$ cat config.mk
export PLATFORM = sky130hd
export DESIGN_NAME = way_hit_encoder
export DESIGN_NICKNAME = d
export VERILOG_FILES = /design/src/rtl/way_hit_encoder.sv
export SDC_FILE = /design/constraint.sdc
export NUM_CORES = 1
export LEC_CHECK = 0
export CORE_MARGIN = 3
export CORE_UTILIZATION = 49
export CTS_CLUSTER_DIAMETER = 150
export CTS_CLUSTER_SIZE = 10
export DETAILED_ROUTE_END_ITERATION = 6
export PLACE_DENSITY = 0.79
export SLEW_MARGIN = 20
export SYNTH_ARGS = -nofsm -noshare
export SYNTH_HDL_FRONTEND = slang
export SYNTH_SLANG_ARGS = --single-unit
export TNS_END_PERCENT = 5
$ cat constraint.sdc
create_clock -name clk -period 2.4 [get_ports clk]
set_input_delay 0.6 -clock clk [delete_from_list [all_inputs] [get_ports clk]]
set_output_delay 0.6 -clock clk [all_outputs]
set_load 0.02 [all_outputs]
$ cat src/rtl/way_hit_encoder.sv
// way_hit_encoder: two-stage ready/valid priority encoder for way-hit vectors with miss/multi-hit statistics
module way_hit_encoder #(
    parameter int WAYS = 8,
    parameter bit MSB_FIRST = 1'b0,
    parameter int CNT_W = 16,
    localparam int IW = $clog2(WAYS)
) (
    input  logic             clk,
    input  logic             rst_n,
    input  logic             in_valid,
    output logic             in_ready,
    input  logic [WAYS-1:0]  in_hits,
    output logic             out_valid,
    input  logic             out_ready,
    output logic [IW-1:0]    out_way,
    output logic             out_hit,
    output logic             out_multi,
    input  logic             clr_stats,
    output logic [CNT_W-1:0] miss_cnt,
    output logic [CNT_W-1:0] multi_cnt
);
    logic            s1_valid;
    logic [WAYS-1:0] s1_hits;
    logic            s1_adv;
    logic            s2_adv;
    logic            out_xfer;
    logic [IW-1:0]   enc_way;
    logic            enc_hit;
    logic            enc_multi;

    assign s2_adv   = !out_valid || out_ready;
    assign s1_adv   = !s1_valid || s2_adv;
    assign in_ready = s1_adv;
    assign out_xfer = out_valid && out_ready;

    // scan every way; a second hit flags multi, the winner follows the priority direction
    always_comb begin
        enc_way   = '0;
        enc_hit   = 1'b0;
        enc_multi = 1'b0;
        for (int i = 0; i < WAYS; i++) begin
            if (s1_hits[i]) begin
                enc_multi = enc_multi | enc_hit;
                enc_way   = (MSB_FIRST || !enc_hit) ? IW'(i) : enc_way;
                enc_hit   = 1'b1;
            end
        end
    end

    // stage 1 captures the raw vector whenever it may advance
    always_ff @(posedge clk) begin
        if (!rst_n) begin
            s1_valid <= 1'b0;
        end else if (s1_adv) begin
            s1_valid <= in_valid;
            s1_hits  <= in_hits;
        end
    end

    // stage 2 holds the encoded result stable until the consumer takes it
    always_ff @(posedge clk) begin
        if (!rst_n) begin
            out_valid <= 1'b0;
            out_way   <= '0;
            out_hit   <= 1'b0;
            out_multi <= 1'b0;
        end else if (s2_adv) begin
            out_valid <= s1_valid;
            if (s1_valid) begin
                out_way   <= enc_way;
                out_hit   <= enc_hit;
                out_multi <= enc_multi;
            end
        end
    end

    // saturating statistics counted on delivered results; clear beats increment
    always_ff @(posedge clk) begin
        if (!rst_n || clr_stats) begin
            miss_cnt  <= '0;
            multi_cnt <= '0;
        end else if (out_xfer) begin
            if (!out_hit && miss_cnt != '1) miss_cnt <= miss_cnt + 1'b1;
            if (out_multi && multi_cnt != '1) multi_cnt <= multi_cnt + 1'b1;
        end
    end
endmodule

==> reports/results.tsv <==
stage	metric	value	unit
global_route	first_global_vias	1773	
worst_setup_path	crit_slowest_cell	clkdlybuf4s50_1	
place	preCtsSetupSlack	-0.0962	ns
drt	via_count	1923	
global_route	antenna_found_initial	0	
timing	final_max_slew_viol_count	0	
worst_setup_path	worstPathRequired	1.80	ns
layout	antenna_cells	0	
run_status	status	finished, final reports clean	
timing	fin_crit	2.21	ns
timing	finalSetupViolCount	0	
layout	layout_common_cells	clkdlybuf4s50_1 (50), nor2_1 (42), dfxtp_1 (39)	
clock_network	cts_buffer_depth	2	
place	portBuffers	51	
pwr	p_per_area	491	nW/um^2
timing	tightest_slew	0.479	ns
drt	drt_pass1_iterations	5	
timing	fin_ws	0.185	ns
global_route	grt_max_degree	17	
timing	rsz0062_at_grt	false	
floorplan	start_util	52.4	%
clock_network	cts_setup_buffers	0	
floorplan	pin_count	52	
clock_network	cts-root-buf	clkbuf_8	
layout	synthToLayoutAreaGrowth	34.4	%
synth	yosys.cell_types.count	42	
clock_network	cts_tree	built	
layout	utilization	70.5	%
timing	fin_skew	0.00790	ns
timing	max_freq	452	MHz
timing	whs	0.487	ns
worst_setup_path	crit_family	buffers and inverters	
drt	wirelength	4.60	mm
drt	wl_per_cell	13.0	um
worst_setup_path	max_stage_delay	0.45	ns
worst_setup_path	critPathMaxFanout	3	
layout	drive_above_1_share	10.2	%
synth	yosysSeqAreaShare	47.0	%
global_route	grt_pass1_wl	7.85	mm
worst_setup_path	crit_type	input port to primary output	
run	maxCapViolations	0	
synth	ys_ff_latch	47	
clock_network	cts-htree-levels	2	
synth	yosys_warnings	0	
synth	synth.avg_cell_area	9.17	um^2
synth	syn_nets	252	
clock_network	cts_sinks	47	
synth	synth_area	2170	um^2
place	hpwl	3.51	mm
clock_network	clk_pin_slew	0.08	ns
clock_network	hold_buffers	0	
floorplan	core.rowCount	23	
worst_setup_path	path_cells	clkdlybuf4s50_1 > nor2b_2 > nand2_1 > dlygate4sd2_1	
floorplan	dieArea	5270	um^2
pwr	cellLeakagePower	0.974	nW
global_route	grt.overflow.total	0	
timing	relSlewSlack	67.2	%
drt	avgViaCountPerCell	5.43	
pwr	finalPower	1.43	mW
floorplan	dieHeight	72.6	um
synth	syn_inst	237	
floorplan	core_area	4140	um^2
drt	drc	0	
min_path	min_path_type	flop to flop	
layout	nets	318	
timing	hold_viol_final	0	
pwr	peakVddDrop	380	uV
clock_network	cts_resized	2	
layout	mostFrequentLayoutCell	clkdlybuf4s50_1	
clock_network	clock_latency	0.30	ns
place	place.gp.congestion	0.829	
drt	antenna_left	0	
global_route	gr-usage-all-layers	18.7	%
floorplan	die_width	72.6	um
worst_setup_path	end_kind	primary output	
drt	drt_first_iter_violations	139	
worst_setup_path	critPathBufInv	2	
clock_network	cts_buffers	5	
timing	period_share	92.3	%
worst_setup_path	worst_setup_path_start_kind	input port	
worst_setup_path	critPathArrivalTime	1.61	ns
==> final timing paths <==
check             slack, ns                   endpoint  cells past startpoint                       from
setup reg to reg       0.35  multi_cnt[4]$_SDFFE_PP0P_                      6  multi_cnt[0]$_SDFFE_PP0P_
hold / removal         0.49    out_way[0]$_SDFFE_PN0P_                      2    out_way[0]$_SDFFE_PN0P_
hold reg to reg        0.49    out_way[0]$_SDFFE_PN0P_                      2    out_way[0]$_SDFFE_PN0P_
setup / recovery       0.19                   in_ready                      4                  out_ready
==> synthesized netlist by cell type (all sizes together) <==
cell          n  area (um^2)
and3b         1         8.76
maj3          2         20.0
o211ai        1         7.51
or2           3         18.8
dlygate4sd1   1         8.76
dfxtp        39          781
or3           1         6.26
a21oi        15         75.1
buf           1         5.00
a211oi        5         37.5
nor2         42          158
clkbuf        3         11.3
o41ai         1         8.76
nand3b        1         7.51
nand2        10         37.5
o21ai         5         25.0
a21boi        1         7.51
nand4         9         62.6
a31oi         2         12.5
o21bai        3         22.5
xor2         12          105
nor4          5         31.3
or4           3         26.3
nor2b         2         12.5
inv           3         11.3
mux2i         2         20.0
nand2b        2         12.5
and3          6         40.0
a2111oi       1         8.76
ha            2         25.0
nand3        16          110
edfxtp        8          240
nor4b         2         17.5
xnor2        14          123
nand4b        1         8.76
nor3         12         60.1
==> registers in the layout, summed over array words and instances (netlist names) <==
register   cells
out_valid      1
out_multi      1
multi_cnt     16
out_way        3
s1_hits        8
out_hit        1
s1_valid       1
miss_cnt      16
==> worst register-to-register path: stages (launching register included) <==
cell	delay, ns
dfxtp_1	0.42
ha_1	0.30
nand3_4	0.10
or4_1	0.68
o21ai_1	0.23
xor2_1	0.16
nor2_1	0.05
==> power breakdown <==
group | switching [mW] | internal, mW
registers | 0.0152 | 0.816
clock network | 0.253 | 0.263
logic | 0.0406 | 0.0454
total | 0.309 | 1.12
==> layout make-up <==
class	instances	area (um^2)
clock buffers	8	100
fillers	325	1220
inverters	3	11.3
multi-input cells	182	1120
flip-flops and latches	47	1020
well taps	50	62.6
repair buffers	64	607
==> through the flow <==
step	area, um^2	TNS [ns]	cells
after floorplan	2170	0	237
after global placement	2820	-0.0982	346
after detailed placement	2820	-0.0962	346
after CTS	2920	0	354
after global routing	2920	0	354
final	2920	0	354
==> cell families (layout without fill, tap and decap cells) <==
group,Yosys count,after routing,synth area share [%]
AO/OA/AOI/OAI,34,34,9.44
XOR/XNOR,26,26,10.5
adder cells (fa/ha/maj),4,4,2.07
buffers and inverters,8,75,1.67
flip-flops,47,47,47.0
multiplexers,2,2,0.921
AND/OR/NAND/NOR,116,116,28.4
==> routing by layer <==
layer / wire [um] / vias up / part of all wire [%] / global-route usage, %
met5: 0 / - / 0 / 0
met4: 24 / 0 / 0.52 / 5.53
met3: 313 / 6 / 6.8 / 4.96
met2: 2150 / 61 / 47 / 30.4
met1: 2110 / 871 / 46 / 24.4
li1: - / 985 / - / -
No activity file was read; power rests on OpenSTA's default activity.
